### src/rtl/mc_ctrl.sv
// mc_ctrl: multicycle control FSM (IFETCH/DECODE/EXEC/MEM/WB/ERR), 3-5 cycles per instruction plus memory waits.
// Stalls in IFETCH/MEM until mem_ack or timeout; bltzal decode is optional via `MC_CTRL_BLTZAL_EN.
module mc_ctrl #(
  parameter int MEM_TIMEOUT = 16,
  parameter int TW          = 5
) (
  input  logic       clk,
  input  logic       rst_n,
  input  logic [5:0] opcode,
  input  logic [5:0] funct,
  input  logic [4:0] rt,
  input  logic       zero,
  input  logic       carry,
  input  logic       less,
  input  logic       bltzal_0,
  input  logic       mem_ack,
  output logic       mem_req,
  output logic       mem_we,
  output logic       ir_we,
  output logic       pc_we,
  output logic [1:0] pc_src,
  output logic       alusrc,
  output logic       addi,
  output logic [1:0] aluctr,
  output logic       reg_we,
  output logic       memtoreg,
  output logic [1:0] regdst,
  output logic       ovf,
  output logic       err
);

  localparam logic [2:0] S_IFETCH = 3'd0;
  localparam logic [2:0] S_DECODE = 3'd1;
  localparam logic [2:0] S_EXEC   = 3'd2;
  localparam logic [2:0] S_MEM    = 3'd3;
  localparam logic [2:0] S_WB     = 3'd4;
  localparam logic [2:0] S_ERR    = 3'd5;

  localparam logic [3:0] OP_ADDU   = 4'd0;
  localparam logic [3:0] OP_SUBU   = 4'd1;
  localparam logic [3:0] OP_ORI    = 4'd2;
  localparam logic [3:0] OP_ADDI   = 4'd3;
  localparam logic [3:0] OP_LW     = 4'd4;
  localparam logic [3:0] OP_SW     = 4'd5;
  localparam logic [3:0] OP_BEQ    = 4'd6;
  localparam logic [3:0] OP_J      = 4'd7;
`ifdef MC_CTRL_BLTZAL_EN
  localparam logic [3:0] OP_BLTZAL = 4'd8;
`endif

  localparam logic [TW-1:0] CNT_LAST = TW'(MEM_TIMEOUT - 1);

  logic [2:0]    state, state_nxt;
  logic [3:0]    op_q, dec_op;
  logic          dec_ok;
  logic [TW-1:0] cnt;
  logic          wb_ovf;
  logic          mem_wait, timed_out;
  logic          unused_in;

  assign unused_in = ^{less, rt, bltzal_0};

  assign mem_wait  = (state == S_IFETCH) || (state == S_MEM);
  // The cycle that would push the count to MEM_TIMEOUT is the last one; an ack there still wins.
  assign timed_out = mem_wait && !mem_ack && (cnt == CNT_LAST);

  always_comb begin
    dec_op = OP_ADDU;
    dec_ok = 1'b0;
    case (opcode)
      6'b000000: begin
        if (funct == 6'b100001) begin
          dec_op = OP_ADDU;
          dec_ok = 1'b1;
        end else if (funct == 6'b100011) begin
          dec_op = OP_SUBU;
          dec_ok = 1'b1;
        end
      end
      6'b001101: begin dec_op = OP_ORI;  dec_ok = 1'b1; end
      6'b001000: begin dec_op = OP_ADDI; dec_ok = 1'b1; end
      6'b100011: begin dec_op = OP_LW;   dec_ok = 1'b1; end
      6'b101011: begin dec_op = OP_SW;   dec_ok = 1'b1; end
      6'b000100: begin dec_op = OP_BEQ;  dec_ok = 1'b1; end
      6'b000010: begin dec_op = OP_J;    dec_ok = 1'b1; end
`ifdef MC_CTRL_BLTZAL_EN
      6'b000001: begin
        if (rt == 5'b10000) begin
          dec_op = OP_BLTZAL;
          dec_ok = 1'b1;
        end
      end
`endif
      default: ;
    endcase
  end

  always_comb begin
    state_nxt = state;
    case (state)
      S_IFETCH: begin
        if (mem_ack)        state_nxt = S_DECODE;
        else if (timed_out) state_nxt = S_ERR;
      end
      S_DECODE: state_nxt = dec_ok ? S_EXEC : S_ERR;
      S_EXEC: begin
        case (op_q)
          OP_LW, OP_SW:  state_nxt = S_MEM;
          OP_BEQ, OP_J:  state_nxt = S_IFETCH;
`ifdef MC_CTRL_BLTZAL_EN
          OP_BLTZAL:     state_nxt = S_IFETCH;
`endif
          default:       state_nxt = S_WB;
        endcase
      end
      S_MEM: begin
        if (mem_ack)        state_nxt = (op_q == OP_LW) ? S_WB : S_IFETCH;
        else if (timed_out) state_nxt = S_ERR;
      end
      S_WB:    state_nxt = S_IFETCH;
      default: state_nxt = S_ERR;
    endcase
  end

  always_ff @(posedge clk or negedge rst_n) begin
    if (!rst_n) begin
      state  <= S_IFETCH;
      cnt    <= '0;
      op_q   <= OP_ADDU;
      ovf    <= 1'b0;
      wb_ovf <= 1'b0;
    end else begin
      state <= state_nxt;
      // IFETCH and MEM are only ever entered from another state, so any transition clears the count.
      if (state_nxt != state)       cnt <= '0;
      else if (mem_wait && !mem_ack) cnt <= cnt + TW'(1);
      if (state == S_DECODE) op_q <= dec_op;
      if (state == S_EXEC) begin
        wb_ovf <= (op_q == OP_ADDI) && carry;
        if ((op_q == OP_ADDI) && carry) ovf <= 1'b1;
      end
    end
  end

  always_comb begin
    mem_req  = 1'b0;
    mem_we   = 1'b0;
    ir_we    = 1'b0;
    pc_we    = 1'b0;
    pc_src   = 2'b00;
    alusrc   = 1'b0;
    addi     = 1'b0;
    aluctr   = 2'b00;
    reg_we   = 1'b0;
    memtoreg = 1'b0;
    regdst   = 2'b00;
    err      = 1'b0;
    if (rst_n) begin
      // ALU controls stay stable from EXEC through MEM and WB.
      if ((state == S_EXEC) || (state == S_MEM) || (state == S_WB)) begin
        case (op_q)
          OP_SUBU, OP_BEQ: aluctr = 2'b01;
          OP_ORI: begin
            aluctr = 2'b10;
            alusrc = 1'b1;
          end
          OP_ADDI: begin
            alusrc = 1'b1;
            addi   = 1'b1;
          end
          OP_LW, OP_SW: alusrc = 1'b1;
`ifdef MC_CTRL_BLTZAL_EN
          OP_BLTZAL: aluctr = 2'b11;
`endif
          default: ;
        endcase
      end
      case (state)
        S_IFETCH: begin
          mem_req = 1'b1;
          ir_we   = mem_ack;
          pc_we   = mem_ack;
        end
        S_EXEC: begin
          case (op_q)
            OP_BEQ: begin
              pc_we  = zero;
              pc_src = 2'b01;
            end
            OP_J: begin
              pc_we  = 1'b1;
              pc_src = 2'b10;
            end
`ifdef MC_CTRL_BLTZAL_EN
            OP_BLTZAL: begin
              pc_we  = bltzal_0;
              pc_src = 2'b01;
              reg_we = 1'b1;
              regdst = 2'b10;
            end
`endif
            default: ;
          endcase
        end
        S_MEM: begin
          mem_req = 1'b1;
          mem_we  = (op_q == OP_SW);
        end
        S_WB: begin
          reg_we   = !wb_ovf;
          regdst   = ((op_q == OP_ADDU) || (op_q == OP_SUBU)) ? 2'b01 : 2'b00;
          memtoreg = (op_q == OP_LW);
        end
        S_ERR:   err = 1'b1;
        default: ;
      endcase
    end
  end

endmodule

### config.mk
export PLATFORM = sky130hd
export DESIGN_NAME = mc_ctrl
export DESIGN_NICKNAME = d
export VERILOG_FILES = /design/src/rtl/mc_ctrl.sv
export SDC_FILE = /design/constraint.sdc
export NUM_CORES = 1
export LEC_CHECK = 0
export CELL_PAD_IN_SITES_DETAIL_PLACEMENT = 1
export CELL_PAD_IN_SITES_GLOBAL_PLACEMENT = 1
export CORE_ASPECT_RATIO = 0.6
export CORE_MARGIN = 2
export CORE_UTILIZATION = 47
export CTS_CLUSTER_SIZE = 12
export DETAILED_ROUTE_END_ITERATION = 8
export DONT_BUFFER_PORTS = 1
export PLACE_DENSITY = 0.89
export SLEW_MARGIN = 30
export SYNTH_ARGS = -nofsm -noshare
export SYNTH_HDL_FRONTEND = slang
export SYNTH_SLANG_ARGS = --single-unit
### constraint.sdc
create_clock -name clk -period 2.6 [get_ports clk]
set_input_delay 0.39 -clock clk [delete_from_list [all_inputs] [get_ports clk]]
set_output_delay 0.39 -clock clk [all_outputs]
set_load 0.1 [all_outputs]
* After elaboration in Yosys (flattened, before gate mapping)
Index checks and enable logic that the tools add are counted.
Cells by class: add/sub/neg operators 1, equality and inequality tests 22, multiplexer cells 45, reduce and logical (&&, ||, !) cells 20
Operators with widths (count):
- two-way mux 1 bit | 26
- == test 6 bit, second input constant | 4
- one-hot mux 3 bit (7 select lines) | 1
- == test 4 x 3 -> 1 bit, second input constant | 4
- two-way mux 3 bit | 5
- one-hot mux 3 bit (5 select lines) | 1
- == test 6 x 4 -> 1 bit, second input constant | 2
- two-way mux 5 bit | 2
- == test 4 x 2 -> 1 bit, second input constant | 2
- two-way mux 2 bit | 4
- one-hot mux 2 bit (2 select lines) | 2
- OR reduction 2 bit | 4
- == test 3 x 2 -> 1 bit, second input constant | 2
- == test 3 bit, second input constant | 2
- == test 6 x 2 -> 1 bit, second input constant | 1
- == test 6 x 3 -> 1 bit, second input constant | 1
- logical NOT 6 bit | 1
- one-hot mux 1 bit (2 select lines) | 3
- one-hot mux 3 bit (2 select lines) | 1
- OR reduction 6 bit | 1
- adder 5 x 1 -> 5 bit, second input constant | 1
- == test 5 x 4 -> 1 bit, second input constant | 1
- == test 4 x 1 -> 1 bit, second input constant | 1
- logical NOT 4 bit | 1
- 9 further kinds | 15
Storage, ports and cells: register bits after elaboration 14, input port bits 24, output and inout bits 16, word-level logic and storage cells 93

* Logic depth before layout (Yosys ltp)
Gate-level depths: netlist of run 1.
depth after elaboration 9, gate-level depth with buffers 7, gate-level depth less buffers 7

* Least setup slack after synthesis of run 1
Ideal clock, no wire load.
path type reg-to-output, start reg state[0], end out addi, arrival time 3006 ps, slack -796 ps, cell stages (with the launch flop) 6, path buffers 1, cell sequence dfrtp_1 buf_2 nor2_1 a21o_1 nand2_1 nor3_1
Between the ends: cells in the longest elaborated chain, start to end 5, elaborated cells on any way between the ends 7, classes of those cells eq/ne: 3; mux: 2; reduce/logical: 2
RTL lines:
- start, declared | RTL line 53 | logic [2:0] state, state_nxt;
- start signal, assigned | RTL line 133 | state <= state_nxt;
- == test 3 x 2 -> 1 bit | RTL line 160 | if ((state == S_EXEC) || (state == S_MEM) || (state == S_WB)) begin
- logical OR 1 bit | RTL line 160
- logical OR 1 bit * | RTL line 160
- two-way mux 1 bit * | RTL line 160
- two-way mux 1 bit * | RTL line 158 | if (rst_n) begin
- end, declared | RTL line 23 | output logic addi,
Every way passes the cells marked *; elsewhere a longest branch is shown, timed or not.

* Worst setup path after layout of run 1
start reg state[1], end out pc_src[1]
Between the ends: cells in the longest elaborated chain, start to end 3
RTL lines:
- == test 3 x 2 -> 1 bit | RTL line 178 | case (state)
- two-way mux 2 bit | RTL line 178
- two-way mux 2 bit | RTL line 158
- end, declared | RTL line 21 | output logic [1:0] pc_src,
No other way between the ends.

==> summary.txt, run 1 <==
Place
  – Placed cells: 164
  – DP HPWL: 2.574 mm
  – Port bufs: 0
  – Gpl congestion: 0.7604

Setup path
  – Critical path peak fanout: 10
  – Critical Path Slowest Stage Cell: dfrtp_1
  – WP depth: 5
  – Worst R2R Start: cnt[0]
  – Startpoint types: flop
  – R2R Setup Slk: 0.61 ns
  – FF-to-FF path depth: 7
  – WP buf/inv: 2
  – Critical path origin: state[1]
  – Worst path cell trace: inv_1, nor3_1, nand4_1, nor2_2, buf_4
  – Critical Path AT: 2.05 ns
  – Slowest cell delay on critical path: 0.55 ns
  – CP delay by family, top: simple AND/OR/NAND/NOR gates
  – Worst Setup End Kind: output pin
  – CP Class: flop to output pin
  – WP data required: 2.21 ns
  – FF-to-FF End: cnt[4]

Hold path
  – Hold Path End: op_q[2]
  – Hold path startpoint: opcode[4]
  – Hold Path Class: input port to flop
  – Worst hold stages: 1

CTS
  – Root Buffer: clkbuf_8
  – CTS clock-pin slew for the worst setup and hold paths: 0.06 ns
  – Clock latency on the worst-skew pair: 0.24 ns
  – CTS Sinks: 13
  – Post_cts resized: 0
  – CTS tree: built
  – H-tree depth: 1
  – Max clock buf depth: 2
  – TritonCTS buffer count: 3

Detailed routing
  – Post-Route WL: 3.395 mm
  – # DRC: 0
  – DRT iter0 DRCs: 59
  – Final ANT Viol Nets: 0
  – WL/cell: 20.09 um
  – Via count: 1,057
  – Total iterations of the first detailed-routing run: 4
  – Drt via density: 6.254

Timing
  – Fmax: 410.6 MHz
  – Relative slew margins: 0.3872
  – TNS Setup: 0 ns
  – Endpoints failing setup: 0
  – RSZ-0062 raised after global routing: no
  – Post-layout minimum cycle time: 2.435 ns
  – Fin crit share: 0.9367
  – Max Slew Vio Count: 0
  – Slew of the pin with the lowest slew margin: 0.9192 ns
  – Clock Skew: 0.0008806 ns
  – Final hold violation count: 0

GRT
  – Largest net degree at the start of global routing: 15
  – GRT Util Overall: 0.2808
  – Initial antenna violation count: 0
  – First-pass GRT wire length: 5.264 mm
  – Grt ovf: 0
  – Vias in the first global route: 1,079

Floorplan
  – Die height: 40.85 um
  – Core area: 2147 sq um
  – Starting Density: 0.4953
  – Die area: 2672 sq um
  – FP Rows: 13
  – Die X-Extent: 65.41 um
  – Ports: 40

Layout
  – Diode count: 0
  – Area Growth Syn to Fin: 26.71%
  – Post-Layout Cell Count: 169
  – Most frequent cells in the layout: dfrtp_1 (13), buf_4 (12), nor2_1 (11)
  – Most common cell after layout, fill and taps aside: dfrtp_1
  – Fillers: 245
  – NumNets Final: 166
  – Layout cells sized above 1: 0.3022

Synthesis
  – Yosys warns: 0
  – #FFs+latches synth: 13
  – EDFF count, synth: 0
  – Syn nets: 152
  – Yosys cell types: 49
  – Syn_area_per_cell: 8.441 sq um
  – Synth Cell Area: 1064 sq um
  – Sequential share of the synthesized area: 0.3059
  – Main synth FF type: dfrtp_1
  – Cell count after synthesis: 126
  – Post-synthesis async set-or-reset flop share: 1.000

Flow run
  – Max-capacitance violation count: 0

Pwr
  – Max VDD drop: 0.0003380 V
  – Total power: 0.0004723 W
  – P_leak: 0.5690 nW
  – PwrDens: 350.5 nW/um^2

Status
  – Outcome: completed
## logic make-up (layout without fill, tap and decap cells)
family,Yosys count,in the layout,synth area share
AOI/OAI and AO/OA,27,27,0.1941
buffers and inverters,11,24,0.05645
muxes,1,1,0.009412
and+or+nand+nor,66,66,0.3588
xor gates and xnor gates,5,5,0.04824
adders and majority gates,2,2,0.02353
other,1,1,0.003526
DFF,13,13,0.3059
## flip-flops by register name, summed over array words and instances (netlist names)
register  count
cnt           5
state         3
op_q          3
wb_ovf        1
ovf           1
## worst max-delay path by stage
stage | to | slack (ns)
2_1_floorplan | addi | -0.80
3_3_place_gp | pc_we | 0.58
3_5_place_dp | pc_src[1] | 0.45
4_1_cts | pc_src[1] | 0.18
5_1_grt | pc_src[1] | 0.005
6_report | pc_src[1] | 0.16
## per-layer routing
layer / wire [um] / GRT usage / vias up
met5: 0 / 0 / -
met4: 69 / 0.09375 / 0
met3: 272 / 0.08242 / 13
met2: 1723 / 0.5255 / 54
met1: 1329 / 0.3234 / 514
li1: - / - / 476
## area by class of cell
class,instances,area (sq um),share of cell area
Sequential cell,13,325.3,0.2414
Tap cell,30,37.54,0.02786
Inverter,4,15.01,0.01114
Timing Repair Buffer,16,170.2,0.1263
Multi-Input combinational cell,102,754.5,0.5599
Clock buffer,4,45.04,0.03343
## stage by stage
stage | hold WS (ns) | instance area [sq um] | util | setup WS (ns)
4_1_cts | 0.2613 | 1348 | 0.6276 | 0.1809
3_5_place_dp | 0.09473 | 1292 | 0.6020 | 0.4480
2_1_floorplan | 0.09441 | 1092 | - | -0.7962
5_1_grt | 0.2597 | 1348 | 0.6276 | 0.004562
6_report | 0.2588 | 1348 | 0.6276 | 0.1645
3_3_place_gp | 0.09476 | 1292 | 0.6020 | 0.5839
## cells in the mapped netlist (all sizes together) (2+ instances only)
library cell	number	share of area
nand2	10	0.035
nor4	2	0.018
nand2b	5	0.029
xnor2	4	0.033
nor2b	2	0.012
inv	4	0.014
ha	2	0.024
nand3	5	0.024
a21oi	7	0.033
nor3b	3	0.021
or2	3	0.018
a21o	2	0.014
clkbuf	2	0.0082
a211oi	2	0.019
nor2	15	0.053
o21ai	6	0.028
buf	5	0.034
or3	2	0.012
nor3	10	0.062
nor4b	2	0.022
nand4	2	0.012
o221ai	2	0.022
dfrtp	13	0.31
## power by group
| group | internal [W] | switching [W] | total [W] |
|---|---|---|---|
| registers | 0.000208 | 0.0000154 | 0.000223 |
| clock network | 0.000108 | 0.0000790 | 0.000187 |
| logic | 0.0000194 | 0.0000426 | 0.0000620 |
## timing repair
item                                   4_1_cts  5_1_grt
hold buffers                                 1        0
setup endpoints to repair                    0        0
endpoints found under the hold margin       13        0
setup buffers                                0        0
No activity file was read; power rests on OpenSTA's default activity.
==> run 2, diff against run 1 <==
ABC_AREA = 1   (was default)
CAP_MARGIN = 20   (was default)
CORE_UTILIZATION = 45   (was 47)
PLACE_DENSITY = 0.9   (was 0.89)
==> summary.txt, run 2 <==
Setup path
  – WP buf/inv: 2
  – Worst path cell trace: nor3_1, a21oi_1, nor2_1, inv_1, nor4_4, buf_4
  – R2R Setup Slk: 0.57 ns
  – WP data required: 2.21 ns
  – Critical Path AT: 1.98 ns
  – Slowest cell delay on critical path: 0.55 ns
  – CP delay by family, top: simple AND/OR/NAND/NOR gates
  – CP Class: flop to output pin
  – Startpoint types: flop
  – Worst Setup End Kind: output pin
  – Worst R2R Start: op_q[1]
  – Critical Path Slowest Stage Cell: dfrtp_1
  – FF-to-FF path depth: 10
  – FF-to-FF End: cnt[4]
  – Critical path peak fanout: 8

Flow run
  – Max-capacitance violation count: 0

Synthesis
  – Post-synthesis async set-or-reset flop share: 1.000
  – Synth top area cells: dfrtp_1 (30%), nand2_1 (11%), inv_1 (8.2%)
  – #FFs+latches synth: 13
  – Yosys cell types: 32
  – Yosys warns: 0
  – Main synth FF type: dfrtp_1
  – EDFF count, synth: 0
  – Post-synth top area cell: dfrtp_1
  – Share of the synthesized area in the top cell type: 0.2951
  – Cell count after synthesis: 163
  – Top cells by count, synth: nand2_1 (32), inv_1 (24), nor2_1 (23)
  – Synth Cell Area: 1102 sq um
  – Sequential share of the synthesized area: 0.2951
  – Syn_area_per_cell: 6.763 sq um
  – Cell with the most instances after synthesis: nand2_1
  – Syn nets: 189

Layout
  – Largest Register: cnt
  – Number of flip-flops under the largest register name: 5
  – NumNets Final: 205
  – Diode count: 0
  – Most frequent cells in the layout: nand2_1 (32), inv_1 (24), nor2_1 (18)
  – Area Growth Syn to Fin: 25.99%
  – Most common cell after layout, fill and taps aside: nand2_1
  – Largest regs: cnt (5), op_q (3), state (3)
  – Fillers: 289
  – Post-Layout Cell Count: 208
  – Layout cells sized above 1: 0.2640

Timing
  – Final hold violation count: 0
  – Slew of the pin with the lowest slew margin: 0.8907 ns
  – Endpoints failing setup: 0
  – RSZ-0062 raised after global routing: no
  – Max Slew Vio Count: 0
  – Fmax: 421.2 MHz
  – Fin crit share: 0.9132
  – Relative slew margins: 0.4062
  – Clock Skew: 0.01178 ns
  – Post-layout minimum cycle time: 2.374 ns

Hold path
  – Worst hold stages: 2
  – Hold path startpoint: carry
  – Hold Path End: wb_ovf
  – Hold Path Class: input port to flop

GRT
  – First-pass GRT wire length: 6.341 mm
  – Grt ovf: 0
  – Largest net degree at the start of global routing: 14
  – Vias in the first global route: 1,356
  – Initial antenna violation count: 0
  – GRT Util Overall: 0.3051

Detailed routing
  – WL/cell: 19.11 um
  – DRT iter0 DRCs: 51
  – Post-Route WL: 3.974 mm
  – Total iterations of the first detailed-routing run: 4
  – # DRC: 0
  – Via count: 1,225
  – Drt via density: 5.889
  – Final ANT Viol Nets: 0

Pwr
  – PwrDens: 310.2 nW/um^2
  – Total power: 0.0004308 W
  – Max VDD drop: 0.0002696 V
  – P_leak: 0.6384 nW

CTS
  – Max clock buf depth: 2
  – CTS clock-pin slew for the worst setup and hold paths: 0.07 ns
  – # Post-CTS Setup Buffers: 0
  – TritonCTS buffer count: 3
  – H-tree depth: 1
  – CTS Sinks: 13
  – CTS tree: built
  – Root Buffer: clkbuf_8
  – Clock latency on the worst-skew pair: 0.25 ns

Place
  – Gpl congestion: 0.8184
  – Port bufs: 0
  – Placed cells: 203
  – DP HPWL: 3.103 mm

Floorplan
  – Die X-Extent: 67.90 um
  – Core area: 2245 sq um
  – Die height: 42.34 um
  – FP Rows: 13
  – Ports: 40
  – Starting Density: 0.4911
  – Die area: 2874 sq um

Status
  – Outcome: completed
[run 2: report_power, final]
group          internal [W]  switching [W]
Sequential         0.000202              0
Combinational    0.00000853      0.0000307
Clock              0.000108      0.0000808
[run 2: repair_timing]
item / 4_1_cts / 5_1_grt
hold endpoints to repair: 13 / 0
gates resized for setup: 0 / 1
hold buffers: 1 / 0
setup endpoints to repair: 0 / 1
[run 2: cell type report]
type / count / area, sq um / share of cell area
clock buffer: 4 / 45.04 / 0.03243
inverter: 26 / 100.1 / 0.07207
multi-input combinational: 120 / 764.5 / 0.5505
sequential: 13 / 326.6 / 0.2351
tap: 30 / 37.54 / 0.02703
timing repair buffer: 15 / 115.1 / 0.08288
[run 2: stage by stage]
stage / utilization / hold slack (ns) / worst slack [ns] / TNS [ns] / instance area (sq um)
5_1_grt: 0.6187 / 0.3381 / 0.05051 / 0 / 1389
3_5_place_dp: 0.5936 / 0.09479 / 0.4340 / 0 / 1333
6_report: 0.6187 / 0.3352 / 0.2256 / 0 / 1389
2_1_floorplan: - / 0.09441 / -0.4047 / -0.7059 / 1172
4_1_cts: 0.6182 / 0.3255 / 0.1719 / 0 / 1388
3_3_place_gp: 0.5936 / 0.09482 / 0.5663 / 0 / 1333
[run 2: worst max-delay path by stage]
| stage | slack, ns | startpoint | cells past startpoint | endpoint |
|---|---|---|---|---|
| 6_report | 0.23 | state[0] | 6 | addi |
| 3_3_place_gp | 0.57 | state[1] | 5 | pc_we |
| 4_1_cts | 0.17 | state[1] | 6 | addi |
| 2_1_floorplan | -0.40 | state[0] | 6 | addi |
| 3_5_place_dp | 0.43 | state[1] | 5 | pc_we |
| 5_1_grt | 0.05 | state[0] | 6 | addi |
[run 2: cells by family after synthesis]
family,count (synthesis),synth area share
XOR/XNOR,3,0.02384
buffers and inverters,30,0.1215
flip-flops,13,0.2951
other,1,0.003402
AND/OR/NAND/NOR,98,0.4495
adder cells (fa/ha/maj),2,0.02270
AO/OA/AOI/OAI,16,0.08400
[run 2: layer usage]
| metal | share of wire | track usage |
|---|---|---|
| met5 | 0 | 0 |
| met3 | 0.076 | 0.1075 |
| met2 | 0.49 | 0.5373 |
| met1 | 0.41 | 0.3350 |
| met4 | 0.027 | 0.1120 |
==> run 3, diff against run 2 <==
RECOVER_POWER = 100   (was default)
==> summary.txt, run 3 (synthesis results as in run 2) <==
Detailed routing
  – Total iterations of the first detailed-routing run: 4
  – Final ANT Viol Nets: 0
  – WL/cell: 19.07 um
  – # DRC: 0
  – Via count: 1,212
  – DRT iter0 DRCs: 62
  – Post-Route WL: 3.966 mm
  – Drt via density: 5.827

Timing
  – Slew of the pin with the lowest slew margin: 0.8916 ns
  – Fin crit share: 0.9399
  – Fin Hold WS: 0.3346 ns
  – Clock Skew: 0.01182 ns
  – Endpoints failing setup: 0
  – Max Slew Vio Count: 0
  – Relative slew margins: 0.4056
  – RSZ-0062 raised after global routing: no
  – TNS Setup: 0 ns
  – Post-layout minimum cycle time: 2.444 ns
  – Final hold violation count: 0
  – Fmax: 409.2 MHz

Flow run
  – Max-capacitance violation count: 0

Pwr
  – Sequential power share: 0.470
  – P_leak: 0.6241 nW
  – Clock share of power: 0.441
  – PwrDens: 321.0 nW/um^2
  – Max VDD drop: 0.0002700 V
  – Comb pwr share: 0.088
  – Sw Share: 0.2590
  – Net switching power: 0.0001114 W
  – Cell internal pwr: 0.0003188 W

Setup path
  – FF-to-FF path depth: 8
  – FF-to-FF End: cnt[4]
  – Worst Setup End Kind: output pin
  – WP depth: 4
  – Critical path peak fanout: 8
  – R2R Setup Slk: 0.30 ns
  – Slowest cell delay on critical path: 0.50 ns
  – Worst path cell trace: inv_1, nand2_1, nor4_4, clkbuf_2
  – Worst R2R Start: state[0]
  – WP data required: 2.21 ns
  – Critical Path Slowest Stage Cell: clkbuf_2
  – Startpoint types: flop
  – WP buf/inv: 2
  – Critical Path AT: 2.05 ns
  – CP delay by family, top: buffers and inverters
  – CP Class: flop to output pin

Layout
  – NumNets Final: 205
  – Most common cell after layout, fill and taps aside: nand2_1
  – Largest regs: cnt (5), op_q (3), state (3)
  – Most frequent cells in the layout: nand2_1 (32), inv_1 (25), nor2_1 (18), nand3_1 (18), dfrtp_1 (12)
  – Layout cells sized above 1: 0.2416
  – Number of flip-flops under the largest register name: 5
  – Area Growth Syn to Fin: 21.57%
  – Multi-input gate area: 740.7 sq um
  – Largest Register: cnt
  – Diode count: 0
  – Post-Layout Cell Count: 208
  – Flip-flop and latch area: 326.6 sq um
  – Fillers: 296

Hold path
  – Hold Path Class: input port to flop
  – Hold path startpoint: carry
  – Hold Path End: wb_ovf
  – Worst hold stages: 2

GRT
  – First-pass GRT wire length: 6.341 mm
  – Largest net degree at the start of global routing: 14
  – Initial antenna violation count: 0
  – GRT Util Overall: 0.3051
  – Grt ovf: 0
  – Vias in the first global route: 1,356

Floorplan
  – Core area: 2245 sq um
  – Die X-Extent: 67.90 um
  – Ports: 40
  – Die area: 2874 sq um
  – FP Rows: 13
  – Starting Density: 0.4911
  – Die height: 42.34 um

CTS
  – CTS clock-pin slew for the worst setup and hold paths: 0.07 ns
  – Clock latency on the worst-skew pair: 0.25 ns
  – H-tree depth: 1
  – Root Buffer: clkbuf_8
  – # Post-CTS Setup Buffers: 0
  – Max clock buf depth: 2
  – CTS tree: built
  – CTS Sinks: 13
  – TritonCTS buffer count: 3

Place
  – Gpl congestion: 0.8184
  – DP HPWL: 3.103 mm
  – Port bufs: 0
  – Placed cells: 203

Status
  – Outcome: completed
## run 3: metrics by stage
| step | util | total power (W) | setup WS (ns) | area [sq um] |
|---|---|---|---|---|
| 2_1_floorplan | - | 0.0002348 | -0.4047 | 1172 |
| 3_3_place_gp | 0.5936 | 0.0002378 | 0.5663 | 1333 |
| 3_5_place_dp | 0.5936 | 0.0002396 | 0.4340 | 1333 |
| 4_1_cts | 0.6182 | 0.0004289 | 0.1719 | 1388 |
| 5_1_grt | 0.5970 | 0.0004479 | 0.04187 | 1340 |
| 6_report | 0.5970 | 0.0004302 | 0.1563 | 1340 |
## run 3: power by group through the flow
stage / Sequential, W / Clock [W] / Combinational, W
floorplan: 0.000206 / 0 / 0.0000287
global placement: 0.000206 / 0 / 0.0000317
detailed placement: 0.000206 / 0 / 0.0000336
CTS: 0.000202 / 0.000187 / 0.0000392
global route: 0.000202 / 0.000204 / 0.0000414
finish: 0.000202 / 0.000190 / 0.0000380
## run 3: worst max-delay path by stage
stage                     end     start  slack [ns]
floorplan                addi  state[0]       -0.40
finish                 mem_we   op_q[1]        0.16
global route        aluctr[1]  state[0]        0.04
global placement        pc_we  state[1]        0.57
CTS                      addi  state[1]        0.17
detailed placement      pc_we  state[1]        0.43
## run 3: timing repair
item	CTS	global route
gates resized for setup	0	1
hold buffers	1	0
setup endpoints to repair	0	1
hold endpoints to repair	13	0
## run 3: routing by layer
layer  GRT usage  share of wire  vias to the layer above  routed length, um
li1            -              -                      558                  -
met1      0.3350           0.41                      588               1623
met2      0.5373           0.50                       52               1969
met3      0.1075          0.067                       14                265
met4      0.1120          0.027                        0                107
met5           0              0                        -                  0
## run 3: cell type report
type	instances	area share
clock buffers	4	0.03361
repair buffers	15	0.06723
well taps	30	0.02801
inverters	26	0.07470
flip-flops and latches	13	0.2437
multi-input cells	120	0.5528
